$ cat src/rtl/spi_master_engine.sv
// -----------------------------------------------------------------------------
// spi_master_engine
//   SPI master frame engine: 1..4 byte frames, CPOL/CPHA modes, MSB/LSB first,
//   integrated SCK divider and NSS_NUM slave selects (automatic or manual).
//
// Ports
//   clk_i, rst_n_i        system clock, asynchronous active-low reset
//   en_i                  engine enable; low aborts a frame in progress
//   cpol_i, cpha_i        SCK idle level / sample on trailing edge
//   lsb_i                 1: LSB first
//   ass_i                 1: automatic NSS, 0: NSS follows nss_i
//   dtb_i                 frame bytes minus one
//   nss_i                 slave-select mask (1 = select)
//   div_i                 SCK half-period = div_i+1 clk_i cycles
//   tx_valid_i/tx_ready_o TX handshake, tx_data_i right-justified
//   rx_valid_o, rx_data_o one-cycle RX strobe with right-justified word
//   busy_o, done_o        frame in progress / one-cycle completion pulse
//   spi_sck_o, spi_nss_o, spi_mosi_o, spi_miso_i   serial interface
// -----------------------------------------------------------------------------
module spi_master_engine #(
    parameter int unsigned DATA_WIDTH = 32,
    parameter int unsigned NSS_NUM    = 4,
    parameter int unsigned DIV_WIDTH  = 16
) (
    input  logic                  clk_i,
    input  logic                  rst_n_i,
    input  logic                  en_i,
    input  logic                  cpol_i,
    input  logic                  cpha_i,
    input  logic                  lsb_i,
    input  logic                  ass_i,
    input  logic [1:0]            dtb_i,
    input  logic [NSS_NUM-1:0]    nss_i,
    input  logic [DIV_WIDTH-1:0]  div_i,
    input  logic                  tx_valid_i,
    output logic                  tx_ready_o,
    input  logic [DATA_WIDTH-1:0] tx_data_i,
    output logic                  rx_valid_o,
    output logic [DATA_WIDTH-1:0] rx_data_o,
    output logic                  busy_o,
    output logic                  done_o,
    output logic                  spi_sck_o,
    output logic [NSS_NUM-1:0]    spi_nss_o,
    output logic                  spi_mosi_o,
    input  logic                  spi_miso_i
);

    typedef enum logic [1:0] {IDLE, SETUP, XFER, HOLD} state_e;

    localparam logic [DATA_WIDTH-1:0] ONE = {{(DATA_WIDTH-1){1'b0}}, 1'b1};

    state_e                state_q, state_d;
    logic [DIV_WIDTH-1:0]  cnt_q, cnt_d;
    logic [DIV_WIDTH-1:0]  div_q, div_d;
    logic                  cpol_q, cpol_d;
    logic                  cpha_q, cpha_d;
    logic                  lsb_q, lsb_d;
    logic [1:0]            dtb_q, dtb_d;
    logic [NSS_NUM-1:0]    nssm_q, nssm_d;
    logic [DATA_WIDTH-1:0] tx_q, tx_d;
    logic [DATA_WIDTH-1:0] rxsh_q, rxsh_d;
    logic [6:0]            edge_q, edge_d;
    logic                  sck_q, sck_d;
    logic                  mosi_q, mosi_d;
    logic [NSS_NUM-1:0]    nss_q, nss_d;
    logic [DATA_WIDTH-1:0] rxd_q, rxd_d;
    logic                  rxv_q, rxv_d;
    logic                  done_q, done_d;

    logic       tick, accept;
    logic [6:0] nbits, nbits_in, s_idx, d_idx, s_pos, d_pos;
    logic       d_bit, first_bit;

    assign tick     = (cnt_q == '0);
    assign accept   = tx_valid_i & tx_ready_o;
    assign nbits    = 7'({dtb_q, 3'b000}) + 7'd8;
    assign nbits_in = 7'({dtb_i, 3'b000}) + 7'd8;

    // edge_q counts SCK edges already produced; bit k is sampled on edge 2k+1
    // (cpha=0) or 2k+2 (cpha=1), so the sampled bit is always edge_q/2. The
    // driven bit is one ahead for cpha=0 because bit 0 was driven in SETUP.
    assign s_idx = {1'b0, edge_q[6:1]};
    assign d_idx = cpha_q ? s_idx : s_idx + 7'd1;
    assign s_pos = lsb_q ? s_idx : nbits - 7'd1 - s_idx;
    assign d_pos = lsb_q ? d_idx : nbits - 7'd1 - d_idx;
    assign d_bit = (d_idx < nbits) && (|(tx_q & (ONE << d_pos)));
    assign first_bit = |(tx_data_i & (ONE << (lsb_i ? 7'd0 : nbits_in - 7'd1)));

    always_comb begin
        state_d = state_q;
        cnt_d   = cnt_q;
        div_d   = div_q;
        cpol_d  = cpol_q;
        cpha_d  = cpha_q;
        lsb_d   = lsb_q;
        dtb_d   = dtb_q;
        nssm_d  = nssm_q;
        tx_d    = tx_q;
        rxsh_d  = rxsh_q;
        edge_d  = edge_q;
        sck_d   = sck_q;
        mosi_d  = mosi_q;
        rxd_d   = rxd_q;
        rxv_d   = 1'b0;
        done_d  = 1'b0;

        if (state_q != IDLE) begin
            cnt_d = tick ? div_q : cnt_q - 1'b1;
        end

        unique case (state_q)
            IDLE: begin
                sck_d  = cpol_i;
                mosi_d = 1'b0;
                if (accept) begin
                    state_d = SETUP;
                    cnt_d   = div_i;
                    div_d   = div_i;
                    cpol_d  = cpol_i;
                    cpha_d  = cpha_i;
                    lsb_d   = lsb_i;
                    dtb_d   = dtb_i;
                    nssm_d  = nss_i;
                    tx_d    = tx_data_i;
                    rxsh_d  = '0;
                    edge_d  = '0;
                    mosi_d  = cpha_i ? 1'b0 : first_bit;
                end
            end
            SETUP: begin
                if (tick) state_d = XFER;
            end
            XFER: begin
                if (tick) begin
                    sck_d  = ~sck_q;
                    edge_d = edge_q + 7'd1;
                    // Odd (leading) edges sample when cpha=0, shift when cpha=1.
                    if (edge_q[0] == cpha_q) begin
                        rxsh_d = rxsh_q | (spi_miso_i ? (ONE << s_pos) : '0);
                    end else begin
                        mosi_d = d_bit;
                    end
                    if ((edge_q + 7'd1) == (nbits << 1)) state_d = HOLD;
                end
            end
            HOLD: begin
                sck_d = cpol_q;
                if (tick) begin
                    state_d = IDLE;
                    mosi_d  = 1'b0;
                    rxd_d   = rxsh_q;
                    rxv_d   = 1'b1;
                    done_d  = 1'b1;
                end
            end
            default: state_d = IDLE;
        endcase

        if ((state_q != IDLE) && !en_i) begin
            state_d = IDLE;
            sck_d   = cpol_i;
            mosi_d  = 1'b0;
            rxd_d   = rxd_q;
            rxv_d   = 1'b0;
            done_d  = 1'b0;
        end

        // Auto NSS is derived from the next state so it is registered in step
        // with the state itself.
        if (ass_i) begin
            nss_d = (state_d != IDLE) ? ~nssm_d : '1;
        end else begin
            nss_d = ~nss_i;
        end
    end

    always_ff @(posedge clk_i or negedge rst_n_i) begin
        if (!rst_n_i) begin
            state_q <= IDLE;
            cnt_q   <= '0;
            div_q   <= '0;
            cpol_q  <= 1'b0;
            cpha_q  <= 1'b0;
            lsb_q   <= 1'b0;
            dtb_q   <= '0;
            nssm_q  <= '0;
            tx_q    <= '0;
            rxsh_q  <= '0;
            edge_q  <= '0;
            sck_q   <= 1'b0;
            mosi_q  <= 1'b0;
            nss_q   <= '1;
            rxd_q   <= '0;
            rxv_q   <= 1'b0;
            done_q  <= 1'b0;
        end else begin
            state_q <= state_d;
            cnt_q   <= cnt_d;
            div_q   <= div_d;
            cpol_q  <= cpol_d;
            cpha_q  <= cpha_d;
            lsb_q   <= lsb_d;
            dtb_q   <= dtb_d;
            nssm_q  <= nssm_d;
            tx_q    <= tx_d;
            rxsh_q  <= rxsh_d;
            edge_q  <= edge_d;
            sck_q   <= sck_d;
            mosi_q  <= mosi_d;
            nss_q   <= nss_d;
            rxd_q   <= rxd_d;
            rxv_q   <= rxv_d;
            done_q  <= done_d;
        end
    end

    // Gated by reset so the handshake stays closed while reset is held.
    assign tx_ready_o = (state_q == IDLE) & en_i & rst_n_i;
    assign busy_o     = (state_q != IDLE);
    assign rx_valid_o = rxv_q;
    assign rx_data_o  = rxd_q;
    assign done_o     = done_q;
    assign spi_sck_o  = sck_q;
    assign spi_nss_o  = nss_q;
    assign spi_mosi_o = mosi_q;

endmodule
$ cat config.mk
export PLATFORM = sky130hd
export DESIGN_NAME = spi_master_engine
export DESIGN_NICKNAME = d
export VERILOG_FILES = /design/src/rtl/spi_master_engine.sv
export SDC_FILE = /design/constraint.sdc
export NUM_CORES = 1
export LEC_CHECK = 0
export CAP_MARGIN = 0
export CORE_MARGIN = 1.5
export CORE_UTILIZATION = 50
export CTS_BUF_LIST = sky130_fd_sc_hd__clkbuf_8
export CTS_CLUSTER_SIZE = 14
export DETAILED_ROUTE_END_ITERATION = 6
export PLACE_DENSITY_LB_ADDON = 0.12
export SETUP_SLACK_MARGIN = 0.3
export SLEW_MARGIN = 20
export SYNTH_ARGS = -nofsm -noshare
export SYNTH_HDL_FRONTEND = slang
export SYNTH_SLANG_ARGS = --single-unit
$ cat constraint.sdc
create_clock -name clk_i -period 3.4 [get_ports clk_i]
set_input_delay 0.51 -clock clk_i [delete_from_list [all_inputs] [get_ports clk_i]]
set_output_delay 0.51 -clock clk_i [all_outputs]
set_load 0.05 [all_outputs]
Word level (Yosys, flattened, before mapping). Index checks and enable logic that the tools add are counted.

Bits in registers: 153. Logic and storage cells: 107.

$add $sub $neg: 9. $lt $le $gt $ge: 1. Equal/unequal tests: 11. Shift-type cells: 3. Muxes and demuxes: 40. Bitwise operators: 10. Reduce and logical (&&, ||, !) cells: 17.

Operator list (number): $mux W32 (4); $shl A1 B7 Y32 const A (3); $and A32 B32 Y32 (2); $mux W16 (4); $pmux W32 S2 (1); $reduce_or A32 Y1 (2); $mux W7 (6); $or A32 B32 Y32 (1); $logic_not A16 Y1 (1); $mux W4 (4); $sub A16 B1 Y16 const B (1); $pmux W7 S2 (1); $sub A6 B1 Y7 const B (2); $add A5 B4 Y6 const B (2); $mux W2 (6); $mux W1 (11); $ne A3 B3 Y1 const B (3); $not A4 Y4 (2); $pmux W2 S4 (1); $reduce_and A4 Y1 (2); $add A6 B1 Y7 const B (1); $add A7 B1 Y7 const B (1); $eq A7 B7 Y1 (1); $lt A7 B6 Y1 (1); other kinds (16) (28).

Logic depth before layout (Yosys ltp).
Word-level depth: 12. Mapped depth: 13.

Least setup slack after synthesis. Ideal clock, no wire load.

Kind: reg2reg. Start: register dtb_q[0]. End: register rxsh_q[31]. Data arrival time: 3016 ps. Required time: 3328 ps. Slack: 312 ps. Cell stages (with the launch flop): 13. Clock period less this slack: 3088 ps. Cell sequence: dfrtp_1 > clkbuf_1 > inv_1 > ha_1 > xor2_1 > ha_1 > o21a_1 > or4b_2 > a31oi_1 > nand3b_1 > nor2_1 > a21oi_1 > nor2_1.

Word-level cells in the longest chain between the ends: 10.

Ends and longest elaborated chain: from (decl) (line 58) `logic [1:0] dtb_q, dtb_d;`; from (signal assigned) (line 203) `dtb_q <= dtb_d;`; $add A5 B4 Y6 (line 76) `assign nbits = 7'({dtb_q, 3'b000}) + 7'd8;`; $sub A6 B1 Y7 (line 84) `assign s_pos = lsb_q ? s_idx : nbits - 7'd1 - s_idx;`; $sub A7 B6 Y7 (line 84); $mux W7 (line 84); $shl A1 B7 Y32 (line 139) `rxsh_d = rxsh_q | (spi_miso_i ? (ONE << s_pos) : '0);`; $mux W32 (line 139); $or A32 B32 Y32 (line 139); $mux W32 (line 138) `if (edge_q[0] == cpha_q) begin`; $mux W32 (line 134) `if (tick) begin`; $pmux W32 S2 (line 111) `unique case (state_q)`; to (signal assigned) (line 206) `rxsh_q <= rxsh_d;`; to (decl) (line 61) `logic [DATA_WIDTH-1:0] rxsh_q, rxsh_d;`.

No other way between the ends. The select of a mux whose other input is x is not followed. A chain may end at the register's enable or synchronous reset.

Worst setup path after layout.
Start: register dtb_q[0]. End: register rxsh_q[10].

The elaborated chain is that of the path after synthesis.

==> results.txt <==
Syn nets: 953
Ant. Diodes: 0
Die width: 127 um
Post-route cell area: 0.00940 sq mm
FP Rows: 45
Vias in the first global route: 6030
Largest area contributor in the netlist: dfrtp_1
Worst vdd ir: 0.295 mV
Number of cells on the worst reg-to-reg path: 10
Post-synth EDFFs: 0
Synth top area share: 0.488
DRC: 0
Setup-failing EPs final: 0
Hold Path Class: in -> async
Wirelength per Cell: 15.0 um
Yosys warnings: 0
CTS tree: done
Run status: completed
Syn_area_per_cell: 8.72 sq um
Synth unique cells: 70
Root buf cell: clkbuf_8
Drt first pass iters: 4
Clk Latency, worst-skew pair: 0.46 ns
Post-DP HPWL: 12200 um
Register area share after synthesis: 0.502
Avg Vias per Cell: 5.39
Syn-to-layout area delta: 23.0%
Pins Over Slew Limit: 0
CP arrival: 3.34 ns
Final Skew: 0.0163 ns
Asr flop ratio synth: 1.00
Die Area: 0.0160 sq mm
Post-layout util: 0.623
Nets: 1058
Share of cells above drive strength 1: 0.0895
DP Worst Slack: 0.325 ns
Dominant synthesized flop cell: dfrtp_1
PD cells: 514 mW/mm^2
Largest net degree at the start of global routing: 131
TritonCTS Buffers: 17
Mapped Area: 0.00764 sq mm
RSZ-0062 raised after global routing: yes
Crit path kind: reg -> reg
Htree depth: 4
Ranking of synthesized cells by area: dfrtp_1, nand2_1, a21oi_1
Gr ovfl total: 0
Leakage: 4.49 nW
CP required: 3.80 ns
Buffers added on ports: 104
Post-route setup TNS: 0 ns
Final Hold Violating Endpoints: 0
Fin crit share: 0.865
GPL Wtd Cong: 0.865
Multi-input logic area: 0.00359 sq mm
Core area: 0.0151 sq mm
Crit Path Max Fanout: 8
Crit path time final: 2.94 ns
Max Root-Sink Buffers: 2
Worst-margin pin slew: 0.906 ns
Via count: 6368
Boundary Pins: 105
FMAX: 340 MHz
Mapped Cells: 876
MaxCap Viol Count: 0
Initial DRC Count: 478
Wirelength, routed: 17800 um
Rel. slew slack: 0.394
Worst-path clk slew: 0.09 ns
CP Capture Type: flip-flop
Startpoint types: flip-flop
Post-synthesis register bit count: 153
Global-route wire length before repair: 30000 um
Clk sinks: 153
Fillers: 1350
FF+latch area: 0.00383 sq mm
GRT Resource Usage Total: 0.234
Most frequent cell after synthesis: nand2_1
Die height: 127 um
Top cells by count, synth: nand2_1, dfrtp_1, nor2_1, a21oi_1, clkbuf_1
Starting Density: 0.506
Initial antenna violation count: 0
Setup Buffers After CTS: 0
Area after DPL: 0.00893 sq mm
DRT antenna net count: 0
Final worst slack: 0.458 ns
## report_power, final
group          leakage [nW]  internal [mW]  switching (mW)
registers              2.01           2.05           0.193
logic                  2.28          0.540           0.658
clock network         0.192          0.608           0.777
total                  4.49           3.20            1.63
## worst max-delay path, stage by stage, from the launching register on
cell and delay, ns:
dfrtp_1 0.38, buf_4 0.17, ha_1 0.25, xor2_1 0.23
ha_1 0.28, or4b_2 0.71, a31oi_4 0.21, nand3_2 0.15
nor2_4 0.26, a21oi_1 0.11, nor2_1 0.14
## per-stage QoR
stage / power, mW / hold slack, ns / instances
floorplan: 3.05 / 0.214 / 876
global placement: 3.42 / 0.400 / 1149
detailed placement: 3.44 / 0.401 / 1149
CTS: 4.82 / 0.465 / 1182
global route: 5.12 / 0.484 / 1182
finish: 4.83 / 0.476 / 1182
## per-layer routing
layer / wire [um] / vias up / global-route usage
met2: 8070 / 137 / 0.365
met5: 0 / - / 0
li1: - / 3175 / -
met4: 284 / 0 / 0.0730
met3: 744 / 24 / 0.0515
met1: 8670 / 3032 / 0.329
## cell usage in the layout (no fill, tap or decap), types with 13 or more instances in the layout
cell type,n
nand2_1,300
a21oi_1,52
nor2_1,62
inv_1,17
clkdlybuf4s50_1,103
o21ai_0,31
dfrtp_1,148
nand3_1,13
buf_4,26
clkbuf_8,17
## area by class of cell
| type | count | area share |
|---|---|---|
| clock inverters | 15 | 0.0174 |
| well taps | 188 | 0.0250 |
| repair buffers | 132 | 0.135 |
| inverters | 19 | 0.00759 |
| clock buffers | 17 | 0.0249 |
| flip-flops and latches | 153 | 0.408 |
| multi-input cells | 658 | 0.382 |
## sequential cells by signal, summed over array words and instances (netlist names)
name and cells:
rx_data_o 32, edge_q 7, spi_sck_o 1, cnt_q 16, cpha_q 1, dtb_q 2
rxsh_q 32, tx_q 32, lsb_q 1, spi_nss_o 4, state_q 2, done_o 1
nssm_q 4, div_q 16, cpol_q 1, spi_mosi_o 1
## kinds of logic after synthesis
kind of cell    synth area share
xor+xnor                  0.0275
fa+ha+maj                 0.0229
buf+inv                   0.0357
mux                       0.0231
simple gates               0.259
compound gates             0.130
flops                      0.502
## final timing paths
| check | start | endpoint | slack, ns |
|---|---|---|---|
| worst max-delay path | dtb_q[0] | rxsh_q[10] | 0.46 |
| worst min-delay path | rst_n_i | div_q[4] | 0.48 |
| worst max register to register | dtb_q[0] | rxsh_q[10] | 0.46 |
| worst min register to register | rxsh_q[0] | rx_data_o[0] | 0.48 |
| max in group asynchronous | rst_n_i | dtb_q[1] | 1.93 |
| min in group clk_i | rxsh_q[0] | rx_data_o[0] | 0.48 |
## timing repair
item,in CTS,in global routing
endpoints found under the setup margin,1,33
hold buffers,1,0
gates resized for setup,0,9
hold endpoints to repair,19,0
pin swaps,0,2
Note: power is estimated with default switching activity, not from simulation.
==> RTL edit (same settings) <==
Encoding of `state_e`: now one-hot (4 bits for 4 states).
--- a/src/rtl/spi_master_engine.sv
+++ b/src/rtl/spi_master_engine.sv
@@ -45,7 +45,7 @@
     input  logic                  spi_miso_i
 );
 
-    typedef enum logic [1:0] {IDLE, SETUP, XFER, HOLD} state_e;
+    typedef enum logic [3:0] {IDLE = 4'b0001, SETUP = 4'b0010, XFER = 4'b0100, HOLD = 4'b1000} state_e;
 
     localparam logic [DATA_WIDTH-1:0] ONE = {{(DATA_WIDTH-1){1'b0}}, 1'b1};
 
Check against the original RTL: same outputs for any inputs over 4 cycles, from zero or initial values and one cycle with rst_n_i low; so few cycles prove little.
==> RTL edit against the unedited design <==
  * Sequential share of layout area grew 0.68 points
  * Largest cell class unchanged
  * Via count down 1.3%
  * Highest routed layer unchanged
  * Synthesized area increased by 0.69%
  * Power up 34%
  * Clock skew is 0.0087 ns lower
  * Non-clock buffer count is 7 lower
  * Sequential cell count rose by 2
  * Combinational power up 99%
  * Final area fell by 0.27%
  * Routed wire length down 2.5%
  * Synthesized cell count shrank 0.91%
  * First-iteration DRC count is 7.9% lower
  * Worst setup slack improved by 0.066 ns
==> RTL edit: results (changes against the unedited design) <==
| Metric | Value |
|---|---|
| Outcome | `finished, final reports clean (unchanged)` |
| First-pass GRT wire length | `29700 um (was 29980 um)` |
| Placed wire-length estimate | `11940 um (was 12170 um)` |
| Slowest cell on the critical path | `dfrtp_2 (was or4b_2)` |
| Port Buf Inserts | `104 (unchanged)` |
| DR vias/cell | `5.385 (was 5.387)` |
| Met2 Track Usage GR | `0.3619 (was 0.3655)` |
| Top Family by Delay on Critical Path | `compound AO/OA/AOI/OAI gates (was simple AND/OR/NAND/NOR gates)` |
| Worst R2R Setup Slack | `0.52 ns (was 0.46 ns)` |
| Critical Path Max Stage Delay | `0.47 ns (was 0.71 ns)` |
| Post-synth top cells | `303 x nand2_1, 150 x dfrtp_1, 58 x nor2_1 (was 300 x nand2_1, 149 x dfrtp_1, 62 x nor2_1)` |
| Reg-to-reg startpoint | `edge_q[1]$_DFFE_PN0P_ (was dtb_q[0]$_DFFE_PN0P_)` |
| Worst IR Drop VDD | `0.3061 mV (was 0.2954 mV)` |
| Crit-path max FO | `9 (was 8)` |
| Relative slew slack | `0.3335 (was 0.3939)` |
| Routability cong. | `0.8565 (was 0.8654)` |
| Final clock skew | `0.007602 ns (was 0.01626 ns)` |
| Synth Net Count | `945 (was 953)` |
| 1st-pass router iterations | `5 (was 4)` |
| R2R Path End | `spi_mosi_o$_DFFE_PN0P_ (was rxsh_q[10]$_DFFE_PN0P_)` |
| Routed len/inst | `14.85 um (was 15.04 um)` |
| Leak Pwr | `4.496 nW (was 4.487 nW)` |
| Post-synthesis sequential area ratio | `0.5050 (was 0.5017)` |
| Nets@finish | `1043 (was 1058)` |
| Layout cells sized above 1 | `0.08887 (was 0.08954)` |
| Global-route total usage across every layer | `0.2302 (was 0.2342)` |
| Reg2Reg Depth | `12 (was 10)` |
| Top post-synthesis cells by area | `dfrtp_1 49%, nand2_1 15%, a21oi_1 3.0% (was dfrtp_1 49%, nand2_1 15%, a21oi_1 3.4%)` |
| Vias in the first global route | `6062 (was 6030)` |
| GR met3 Demand/Resource | `0.03769 (was 0.05146)` |
| Largest net degree at the start of global routing | `156 (was 131)` |
| Filler cell count | `1377 (was 1350)` |
| Distinct cells, synth | `69 (was 70)` |
| Met1 usage | `0.3212 (was 0.3285)` |
[RTL edit: cell types whose count changed in the layout (fill, tap and decap cells not counted), moves of 4 or more]
cell / before / now
a21oi_1: 52 / 46
a22oi_1: 0 / 6
a31oi_1: 3 / 9
buf_4: 26 / 20
inv_1: 17 / 23
o21ai_0: 31 / 25
nand3_1: 13 / 18
nor2b_1: 4 / 9
nor3_4: 0 / 5
a311o_1: 5 / 1
and3_1: 7 / 3
nor2_1: 62 / 58
nor3b_1: 4 / 0
[RTL edit: where the power goes]
group	leakage [nW]	total [mW]	switching, mW	internal [mW]
Sequential	2.03	2.65	0.350	2.30
Clock	0.212	1.44	0.688	0.757
Combinational	2.25	2.39	1.39	1.00
[RTL edit: timing repair]
action | CTS | global route
gates resized for setup | 0 | 8
hold buffers | 0 | 0
setup endpoints to repair | 0 | 45
buffers inserted | 0 | 2
[RTL edit: metrics by stage]
step	total power, mW	hold slack, ns	cells	instance area, um2	setup WS, ns
2_1_floorplan	4.411	0.2144	868	7694	0.8240
3_3_place_gp	5.006	0.4525	1133	8921	0.4263
3_5_place_dp	5.064	0.4590	1133	8921	0.3620
4_1_cts	6.517	0.2454	1165	9334	0.3441
5_1_grt	6.957	0.2726	1167	9371	0.2476
6_report	6.480	0.1121	1167	9371	0.5238
[RTL edit: logic make-up (layout without fill, tap and decap cells)]
group	count (synthesis)	in the layout	synth area share
and+or+nand+nor	450	450	0.2609
DFF	155	155	0.5050
AOI/OAI and AO/OA	134	134	0.1103
buffers and inverters	68	179	0.03789
xor gates and xnor gates	27	27	0.03415
muxes	20	20	0.02911
adders and majority gates	14	14	0.02277
[RTL edit: worst min path at each step]
stage                               start                        end  slack [ns]  cells past startpoint
detailed placement   tx_q[10]$_DFFE_PN0P_       tx_q[10]$_DFFE_PN0P_        0.46                      2
global placement    div_q[10]$_DFFE_PN0P_      div_q[10]$_DFFE_PN0P_        0.45                      2
CTS                               rst_n_i  rx_data_o[29]$_DFFE_PN0P_        0.25                      2
finish                            rst_n_i  rx_data_o[29]$_DFFE_PN0P_        0.11                      2
global route                      rst_n_i  rx_data_o[28]$_DFFE_PN0P_        0.27                      2
floorplan                         rst_n_i         cnt_q[0]$_DFF_PN0_        0.21                      0
[RTL edit: final cells by class]
type | count | share of cell area
Tap cell | 188 | 0.02510
Sequential cell | 155 | 0.4150
Clock buffer | 19 | 0.02790
Multi-Input combinational cell | 645 | 0.3776
Inverter | 22 | 0.008945
Timing Repair Buffer | 125 | 0.1294
Clock inverter | 13 | 0.01615
[RTL edit: metal layers]
metal | vias up | wire, um
li1 | 3104 | -
met1 | 3033 | 8184
met2 | 129 | 8217
met3 | 18 | 636
met4 | 0 | 294
met5 | - | 0
